<file path="config.mk">
export PLATFORM = sky130hd
export DESIGN_NAME = serial_to_parallel_rx_flat
export DESIGN_NICKNAME = d
export VERILOG_FILES = /design/src/rtl/serial_to_parallel_rx_if.sv /design/src/rtl/serial_to_parallel_rx.sv /design/src/flat_wrapper.sv
export SDC_FILE = /design/constraint.sdc
export NUM_CORES = 1
export LEC_CHECK = 0
export CORE_MARGIN = 2
export CORE_UTILIZATION = 43
export DETAILED_ROUTE_END_ITERATION = 10
export GPL_TIMING_DRIVEN = 0
export PLACE_DENSITY_LB_ADDON = 0.12
export SLEW_MARGIN = 20
export SYNTH_ARGS = -nofsm -noshare
export SYNTH_HDL_FRONTEND = slang
export SYNTH_SLANG_ARGS = --single-unit
</file>
<file path="constraint.sdc">
create_clock -name clk -period 3 [get_ports clk]
set_input_delay 0.45 -clock clk [delete_from_list [all_inputs] [get_ports clk]]
set_output_delay 0.45 -clock clk [all_outputs]
set_load 0.005 [all_outputs]
</file>
<file path="src/rtl/serial_to_parallel_rx_if.sv">
// Bundle of serial input, framing strobe, buffered word output and error pulses
// for serial_to_parallel_rx; master is the receiver, slave is its environment.
interface serial_to_parallel_rx_if #(
    parameter int WIDTH = 4
);
    logic             sin;
    logic             sync;
    logic [WIDTH-1:0] dout;
    logic             dout_valid;
    logic             dout_ready;
    logic             sync_err;
    logic             overflow;
    logic             parity_err;

    modport master (
        input  sin, sync, dout_ready,
        output dout, dout_valid, sync_err, overflow, parity_err
    );

    modport slave (
        output sin, sync, dout_ready,
        input  dout, dout_valid, sync_err, overflow, parity_err
    );
endinterface

</file>
<file path="src/rtl/serial_to_parallel_rx.sv">
// Framed serial receiver: MSB-first deserialiser feeding a 2-entry valid/ready buffer.
// Define SER_RX_PARITY_CHK_EN to expect and check a trailing even-parity bit per frame.
//
// state | meaning
// HUNT  | idle between frames, waiting for sync to mark an MSB
// SHIFT | collecting bits of the current frame, cnt = bits already taken
module serial_to_parallel_rx #(
    parameter int WIDTH = 4
) (
    input logic                  clk,
    input logic                  rst,
    serial_to_parallel_rx_if.master bus
);
`ifdef SER_RX_PARITY_CHK_EN
    localparam int FRAME = WIDTH + 1;
`else
    localparam int FRAME = WIDTH;
`endif
    localparam int CNT_W = $clog2(FRAME) + 1;

    typedef enum logic {HUNT, SHIFT} state_t;

    state_t           state, state_nxt;
    logic [CNT_W-1:0] cnt, cnt_nxt;
    logic [FRAME-1:0] shreg, shreg_nxt;
    logic [FRAME-1:0] frame_full;
    logic [WIDTH-1:0] word;
    logic             frame_done;
    logic             parity_ok;
    logic             push;
    logic             pop;
    logic             sync_err_nxt;
    logic             overflow_nxt;
    logic             sync_err_q;
    logic             overflow_q;
    logic [WIDTH-1:0] head, tail;
    logic [1:0]       fill;

    always_ff @(posedge clk or negedge rst) begin
        if (!rst) begin
            state      <= HUNT;
            cnt        <= '0;
            shreg      <= '0;
            sync_err_q <= 1'b0;
            overflow_q <= 1'b0;
        end else begin
            state      <= state_nxt;
            cnt        <= cnt_nxt;
            shreg      <= shreg_nxt;
            sync_err_q <= sync_err_nxt;
            overflow_q <= overflow_nxt;
        end
    end

    always_comb begin
        state_nxt    = state;
        cnt_nxt      = cnt;
        shreg_nxt    = shreg;
        frame_done   = 1'b0;
        sync_err_nxt = 1'b0;
        frame_full   = {shreg[FRAME-2:0], bus.sin};
        case (state)
            HUNT: begin
                if (bus.sync) begin
                    shreg_nxt = {{(FRAME-1){1'b0}}, bus.sin};
                    cnt_nxt   = CNT_W'(1);
                    state_nxt = SHIFT;
                end
            end
            SHIFT: begin
                // sync mid-frame restarts the frame on the current bit
                if (bus.sync) begin
                    sync_err_nxt = 1'b1;
                    shreg_nxt    = {{(FRAME-1){1'b0}}, bus.sin};
                    cnt_nxt      = CNT_W'(1);
                end else begin
                    shreg_nxt = frame_full;
                    if (cnt == CNT_W'(FRAME - 1)) begin
                        frame_done = 1'b1;
                        cnt_nxt    = '0;
                        state_nxt  = HUNT;
                    end else begin
                        cnt_nxt = cnt + CNT_W'(1);
                    end
                end
            end
            default: state_nxt = HUNT;
        endcase
    end

`ifdef SER_RX_PARITY_CHK_EN
    logic parity_err_q;

    assign word      = frame_full[FRAME-1:1];
    assign parity_ok = ~^frame_full;

    always_ff @(posedge clk or negedge rst) begin
        if (!rst) parity_err_q <= 1'b0;
        else      parity_err_q <= frame_done & ~parity_ok;
    end

    assign bus.parity_err = parity_err_q;
`else
    assign word           = frame_full[WIDTH-1:0];
    assign parity_ok      = 1'b1;
    assign bus.parity_err = 1'b0;
`endif

    assign push         = frame_done & parity_ok;
    assign pop          = bus.dout_valid & bus.dout_ready;
    assign overflow_nxt = push & (fill == 2'd2) & ~pop;

    // head is the visible entry; a simultaneous pop frees room for the push
    always_ff @(posedge clk or negedge rst) begin
        if (!rst) begin
            head <= '0;
            tail <= '0;
            fill <= '0;
        end else begin
            if (pop && push) begin
                if (fill == 2'd2) begin
                    head <= tail;
                    tail <= word;
                end else begin
                    head <= word;
                end
            end else if (pop) begin
                head <= tail;
                fill <= fill - 2'd1;
            end else if (push && fill != 2'd2) begin
                if (fill == 2'd0) head <= word;
                else              tail <= word;
                fill <= fill + 2'd1;
            end
        end
    end

    assign bus.dout       = head;
    assign bus.dout_valid = (fill != 2'd0);
    assign bus.sync_err   = sync_err_q;
    assign bus.overflow   = overflow_q;
endmodule

</file>
<file path="src/flat_wrapper.sv">
// flat-port wrapper written by rule: the top's interface ports become plain ports
module serial_to_parallel_rx_flat 
#(
    parameter int WIDTH = 4
)
  (clk, rst, bus_sin, bus_sync, bus_dout_ready, bus_dout, bus_dout_valid, bus_sync_err, bus_overflow, bus_parity_err);
  serial_to_parallel_rx_if #(.WIDTH(WIDTH)) bus_i ();
  input logic clk;
  input logic rst;
  input wire logic [$bits(bus_i.sin)-1:0] bus_sin;
  input wire logic [$bits(bus_i.sync)-1:0] bus_sync;
  input wire logic [$bits(bus_i.dout_ready)-1:0] bus_dout_ready;
  output wire logic [$bits(bus_i.dout)-1:0] bus_dout;
  output wire logic [$bits(bus_i.dout_valid)-1:0] bus_dout_valid;
  output wire logic [$bits(bus_i.sync_err)-1:0] bus_sync_err;
  output wire logic [$bits(bus_i.overflow)-1:0] bus_overflow;
  output wire logic [$bits(bus_i.parity_err)-1:0] bus_parity_err;
  assign bus_i.sin = bus_sin;
  assign bus_i.sync = bus_sync;
  assign bus_i.dout_ready = bus_dout_ready;
  assign bus_dout = bus_i.dout;
  assign bus_dout_valid = bus_i.dout_valid;
  assign bus_sync_err = bus_i.sync_err;
  assign bus_overflow = bus_i.overflow;
  assign bus_parity_err = bus_i.parity_err;
  serial_to_parallel_rx #(.WIDTH(WIDTH)) u_core (.clk(clk), .rst(rst), .bus(bus_i));
endmodule
</file>
==> reports/results.txt, run 1 <==
Status: completed
Yosys top cell by area: dfrtp_1
PnR worst setup slack: 1.03 ns
WL per Instance: 11.8 um
Reg2Reg Setup Slack: 1.36 ns
DRT iter0 DRCs: 11
Crit path time final: 1.97 ns
Slew Limit Fails: 0
Endpoint class of the critical path: primary output
CP Capture Point: bus_dout_valid
Final net count: 111
CTS tree: built
Vias in the first global route: 634
Setup tns final: 0 ns
Ys Warns: 0
Main flop type after synthesis: dfrtp_1
Worst-skew pair later-pin latency: 0.30 ns
Internal Power: 0.609 mW
Total via count in the routed design: 679
Drt first pass iters: 4
Unrepaired setup endpoints after global routing: no
Cts bufs inserted: 3
Post-DP HPWL: 1150 um
Antenna violations before repair: 0
Hold-fix buffers, CTS: 0
Share of flip-flops with an asynchronous set or reset: 100%
Average via count per standard cell: 5.14
Final Setup Violations: 0
Clk slew on worst S/H paths: 0.11 ns
Starting density of the core: 44.8%
Row cnt: 17
Worst Setup Slack post-DPL: 0.952 ns
Slew HR: 44.4%
Largest net degree at the start of global routing: 20
Pleak: 0.504 nW
Reg2reg path depth: 4
Register area share after synthesis: 48.9%
Combinational fraction of design power: 43.5%
# diodes: 0
Net Sw Frac: 33.1%
Reg2Reg Capture Point: u_core.tail[3]
Clk sinks: 19
CP Launch Type: flop
Boundary Pins: 13
Netlist Area Pre-Place: 972 um2
PostCTS Resize Cnt: 0
Post-Route WL: 1560 um
Number of max-cap violations: 0
Top cell type's share of synthesized area: 48.9%
Area Overhead vs Synth: 16.6%
Syn Area/Cell: 10.8 um2
Reg power frac: 42.5%
Worst-path fanout max: 10
H-tree Lvls: 1
DRC: 0
Arrival @ worst endpoint: 1.52 ns
Min-delay worst type: primary input to flop
Tightest Pin Transition: 0.831 ns
NetSw: 0.301 mW
Fmax: 508 MHz
Top cells by area, synth: dfrtp_1 49%, mux2_2 8.1%, nor2_1 5.0%
Die height: 51.6 um
Final Hold Viols: 0
Grt ovf: 0
Number of flops mapped to enable cells by yosys: 0
Share of layout cells above drive strength 1: 19.2%
Clk buf depth: 2
Kind of critical path: flop to primary output
Core footprint: 0.00217 mm2
Required @ worst endpoint: 2.55 ns
Pwr Density: 803 mW/mm2
Die footprint: 0.00266 mm2
Detail Route Antenna Nets: 0
I/O Buffers: 10
Part of the power in the clock network: 14.1%
Worst R2R Start: u_core.cnt[0]
VDD IR max: 0.447 mV
Total Routing Usage GR: 14.7%
Post-CTS Setup Bufs: 0
FF+latch count, synth: 19
Worst clock skew: 0.00574 ns
First-pass GRT wire length: 2790 um
Final period util: 65.6%
Routability cong.: 0.757
Library cells used by synthesis: 30
Mapped Cells: 90
CTS Root Buffer Type: clkbuf_4
Crit path from: u_core.fill[1]
Mapped Nets: 96
Die Width: 51.6 um
-- cell type report --
cell class              instances  area [um2]
plain buffers                   7        51.3
clock buffers                   4        26.3
fillers                       212        1040
inverters                       3        11.3
multi-input cells              61         434
flip-flops and latches         19         475
well taps                      28        35.0
repair buffers                 10         100
-- synthesized netlist by cell type (2+ instances only) --
cell	count
nor2_1	13
nor3_1	8
buf_4	2
buf_6	2
o22ai_1	3
nand2b_1	2
buf_2	2
a21oi_1	3
mux2_2	7
mux2i_1	3
nand2_1	3
a211oi_1	4
inv_1	3
dfrtp_1	19
-- state kept, by name (all words and copies together), names as in the netlist --
name                 count
u_core.bus.dout          4
u_core.bus.overflow      1
u_core.bus.sync_err      1
u_core.cnt               3
u_core.fill              2
u_core.shreg             3
u_core.state             1
u_core.tail              4
-- worst min path at each step --
stage / from / to / slack, ns / cells after the start
CTS: bus_sync / u_core.shreg[2] / 0.32 / 2
global placement: u_core.cnt[0] / u_core.cnt[0] / 0.50 / 2
detailed placement: u_core.cnt[0] / u_core.cnt[0] / 0.52 / 2
finish: bus_sync / u_core.shreg[2] / 0.33 / 2
global route: bus_sync / u_core.cnt[2] / 0.33 / 2
floorplan: rst / u_core.bus.dout[0] / 0.15 / 0
-- worst max-delay path, cell delays in order, from the launching register on --
cell and delay [ns]:
dfrtp_1 0.37, buf_2 0.18, nor2_1 0.18, inv_1 0.06
clkdlybuf4s50_1 0.44
-- layout by cell type (no fill, tap or decap) --
master / Yosys / routed
xnor2_1: 1 / 1
inv_1: 3 / 3
a211oi_2: 1 / 1
clkbuf_1: 1 / 2
nor3_4: 1 / 1
buf_2: 2 / 2
nand4bb_4: 1 / 1
conb_1: 1 / 1
a21o_1: 1 / 1
buf_6: 2 / 2
a211oi_1: 4 / 4
and3_1: 1 / 1
clkbuf_4: 0 / 3
nor2_1: 13 / 13
nand2_1: 3 / 3
nand2b_1: 2 / 2
dfrtp_1: 19 / 19
nor3b_1: 1 / 1
mux2i_1: 3 / 3
ha_1: 1 / 1
clkdlybuf4s50_1: 0 / 10
mux2_4: 1 / 1
nor2b_1: 1 / 1
nand3_1: 1 / 1
a22oi_1: 1 / 1
and2_1: 1 / 1
buf_4: 2 / 2
mux2_2: 7 / 7
a21oi_1: 3 / 3
nor3_1: 8 / 8
o22ai_1: 3 / 3
or3_1: 1 / 1
-- power groups by stage --
stage	registers (mW)	logic, mW	clock network [mW]
6_report	0.387	0.396	0.128
5_1_grt	0.399	0.444	0.142
4_1_cts	0.388	0.399	0.134
3_5_place_dp	0.394	0.397	0
3_3_place_gp	0.389	0.391	0
2_1_floorplan	0.386	0.276	0
-- logic make-up after synthesis --
family	Yosys count	synth area share, %
AOI/OAI and AO/OA	13	9.40
xor gates and xnor gates	1	0.901
adders and majority gates	1	1.29
buffers and inverters	10	6.43
DFF	19	48.9
muxes	11	12.7
other	1	0.386
and+or+nand+nor	34	20.0
-- metal layers --
layer  track usage [%]  share of wire [%]  vias to the layer above
met2              21.2                 43                       10
met1              19.9                 52                      323
met3              3.45                3.1                        4
li1                  -                  -                      342
met4              9.21                2.2                        0
met5                 0                  0                        -
-- per-stage QoR --
| stage | cells | area, um2 | utilization, % | power (mW) | hold slack [ns] |
|---|---|---|---|---|---|
| floorplan | 90 | 972 | - | 0.661 | 0.154 |
| global placement | 128 | 1110 | 51.0 | 0.781 | 0.505 |
| detailed placement | 128 | 1110 | 51.0 | 0.790 | 0.520 |
| CTS | 132 | 1130 | 52.2 | 0.921 | 0.322 |
| global route | 132 | 1130 | 52.2 | 0.985 | 0.327 |
| finish | 132 | 1130 | 52.2 | 0.910 | 0.331 |
Power figures use the tool's default switching activity.
==> run 2: changes to the inputs <==
==> constraint.sdc (replaced) <==
create_clock -name clk -period 1.9 [get_ports clk]
set_input_delay 0.285 -clock clk [delete_from_list [all_inputs] [get_ports clk]]
set_output_delay 0.285 -clock clk [all_outputs]
set_load 0.005 [all_outputs]
==> run 2 against run 1 <==
Compared with the run above:
- worst hold slack got worse by 0.16 ns
- count of clock-buffer cells in the layout did not move
- power is 59% higher
- routed wire length grew 1.2%
- largest cell class unchanged
- cell count is the same
- highest routed layer unchanged
- sequential power up 58%
==> reports/results.txt, run 2 (synthesis results as in run 1) <==
Status: completed (unchanged)
Grt ovf: 0 (unchanged)
Worst-path fanout max: 10 (unchanged)
Hold-fix buffers, CTS: 0 (unchanged)
GR met2 Demand/Resource: 21.2% (unchanged)
PostCTS Resize Cnt: 0 (unchanged)
Worst-skew pair later-pin latency: 0.30 ns (about the same)
Die footprint: 0.00266 mm2 (unchanged)
Largest net degree at the start of global routing: 20 (unchanged)
Most frequent cells in the layout: 19 x dfrtp_1, 12 x nor2_1, 10 x clkdlybuf4s50_1, 8 x nor3_1, 7 x mux2_2 (was 19 x dfrtp_1, 13 x nor2_1, 10 x clkdlybuf4s50_1, 8 x nor3_1, 7 x mux2_2)
I/O Buffers: 10 (unchanged)
Post-Route WL: 1580 um (was 1560 um)
Row cnt: 17 (unchanged)
Vias in the first global route: 634 (unchanged)
Slew Limit Fails: 0 (unchanged)
Pleak: 0.504 nW (about the same)
Die height: 51.6 um (unchanged)
Cts bufs inserted: 3 (unchanged)
Endpoint class of the critical path: primary output (unchanged)
DRC: 0 (unchanged)
Total Routing Usage GR: 14.7% (unchanged)
NetSw: 0.479 mW (was 0.301 mW)
Pwr Total: 1.44 mW (was 0.910 mW)
Post-CTS Setup Bufs: 0 (unchanged)
Final Setup Violations: 0 (unchanged)
Drt first pass iters: 4 (unchanged)
CTS tree: built (unchanged)
Part of the power in the clock network: 14.0% (was 14.1%)
Placed Cells: 128 (unchanged)
Most common cell after layout, fill and taps aside: dfrtp_1 (unchanged)
Unrepaired setup endpoints after global routing: no (unchanged)
Slew HR: 44.4% (about the same)
Worst Setup Slack post-DPL: 0.0168 ns (was 0.952 ns)
DRT iter0 DRCs: 13 (was 11)
Total via count in the routed design: 679 (unchanged)
Final Hold Viols: 0 (unchanged)
Worst clock skew: 0.00651 ns (was 0.00574 ns)
First-pass GRT wire length: 2790 um (unchanged)
Internal Power: 0.964 mW (was 0.609 mW)
Reg2Reg Setup Slack: 0.26 ns (was 1.36 ns)
Min-delay worst type: primary input to flop (unchanged)
Layout fillers: 213 (was 212)
Area Overhead vs Synth: 16.9% (was 16.6%)
# diodes: 0 (unchanged)
Number of max-cap violations: 0 (unchanged)
Clk buf depth: 2 (unchanged)
Required @ worst endpoint: 1.62 ns (was 2.55 ns)
Final net count: 111 (unchanged)
Fmax: 571 MHz
Antenna violations before repair: 0 (unchanged)
Reg power frac: 42.5% (about the same)
Post-DP HPWL: 1150 um (unchanged)
Final period util: 92.2%
Share of layout cells above drive strength 1: 20.2% (was 19.2%)
Boundary Pins: 13 (unchanged)
Crit-path slowest cell: clkdlybuf4s50_1 (unchanged)
Tightest Pin Transition: 0.831 ns (about the same)
Die Width: 51.6 um (unchanged)
CP Launch Type: flop (unchanged)
Pwr Density: 1270 mW/mm2 (was 803 mW/mm2)
Crit path time final: 1.75 ns
Global routing's busiest layer: met2 (unchanged)
Combinational fraction of design power: 43.5% (about the same)
Critical Path Max Stage Delay: 0.43 ns (was 0.44 ns)
Clk sinks: 19 (unchanged)
Net Sw Frac: 33.2% (was 33.1%)
Average via count per standard cell: 5.14 (unchanged)
Setup tns final: 0 ns (unchanged)
WL per Instance: 11.9 um (was 11.8 um)
Met3 usage: 3.45% (unchanged)
Clk slew on worst S/H paths: 0.11 ns (about the same)
CTS Root Buffer Type: clkbuf_4 (unchanged)
PnR worst setup slack: 0.148 ns (was 1.03 ns)
Final cell count without fillers: 132 (unchanged)
Starting density of the core: 44.8% (unchanged)
VDD IR max: 0.705 mV (was 0.447 mV)
Kind of critical path: flop to primary output (unchanged)
Core footprint: 0.00217 mm2 (unchanged)
Crit-path cells: buf_2 -> nor2_2 -> inv_1 -> clkdlybuf4s50_1 (was buf_2 -> nor2_1 -> inv_1 -> clkdlybuf4s50_1)
Arrival @ worst endpoint: 1.47 ns (was 1.52 ns)
GR Layer Usage met1: 19.9% (unchanged)
H-tree Lvls: 1 (unchanged)
Detail Route Antenna Nets: 0 (unchanged)
Routability cong.: 0.757 (unchanged)
run 2: cell counts in the layout (fill, tap and decap cells not counted):
No cell type changed its count.
run 2: stage by stage:
| stage | area [um2] | util [%] | hold slack (ns) |
|---|---|---|---|
| after floorplan | 972 | - | -0.0106 |
| after global placement | 1110 | 51.0 | 0.481 |
| after detailed placement | 1110 | 51.0 | 0.482 |
| after CTS | 1130 | 52.2 | 0.157 |
| after global routing | 1140 | 52.4 | 0.162 |
| final | 1140 | 52.4 | 0.167 |
run 2: worst paths after layout:
check	start	endpoint	cells after the start
worst max-delay path	u_core.fill[1]	bus_dout_valid	4
worst min-delay path	bus_sync	u_core.shreg[2]	2
worst max register to register	u_core.cnt[0]	u_core.tail[3]	4
worst min register to register	u_core.cnt[0]	u_core.cnt[0]	2
max in group asynchronous	rst	u_core.state	1
min in group asynchronous	rst	u_core.tail[0]	1
run 2: cell type report:
cell class | instances | area [um2] | area share [%]
sequential | 19 | 475 | 41.9
clock buffer | 4 | 26.3 | 2.31
multi-input combinational | 61 | 437 | 38.4
tap | 28 | 35.0 | 3.08
timing repair buffer | 10 | 100 | 8.81
buffer | 7 | 51.3 | 4.52
inverter | 3 | 11.3 | 0.991
run 2: layer usage:
layer | share of wire (%) | vias to the layer above | routed length [um]
met4 | 2.2 | 0 | 35
li1 | - | 342 | -
met5 | 0 | - | 0
met1 | 52 | 323 | 815
met2 | 43 | 10 | 676
met3 | 3.0 | 4 | 48
run 2: power by group through the flow:
| stage | logic [mW] | clock network, mW | registers (mW) |
|---|---|---|---|
| 6_report | 0.628 | 0.202 | 0.613 |
| 2_1_floorplan | 0.435 | 0 | 0.609 |
| 3_3_place_gp | 0.618 | 0 | 0.615 |
| 5_1_grt | 0.704 | 0.225 | 0.632 |
| 4_1_cts | 0.630 | 0.212 | 0.612 |
| 3_5_place_dp | 0.627 | 0 | 0.621 |
run 2: critical path, delay by kind of cell, from the launching register on:
family | cells | cell delay (ns)
buffers and inverters | 3 | 0.66
DFF | 1 | 0.37
and+or+nand+nor | 1 | 0.14
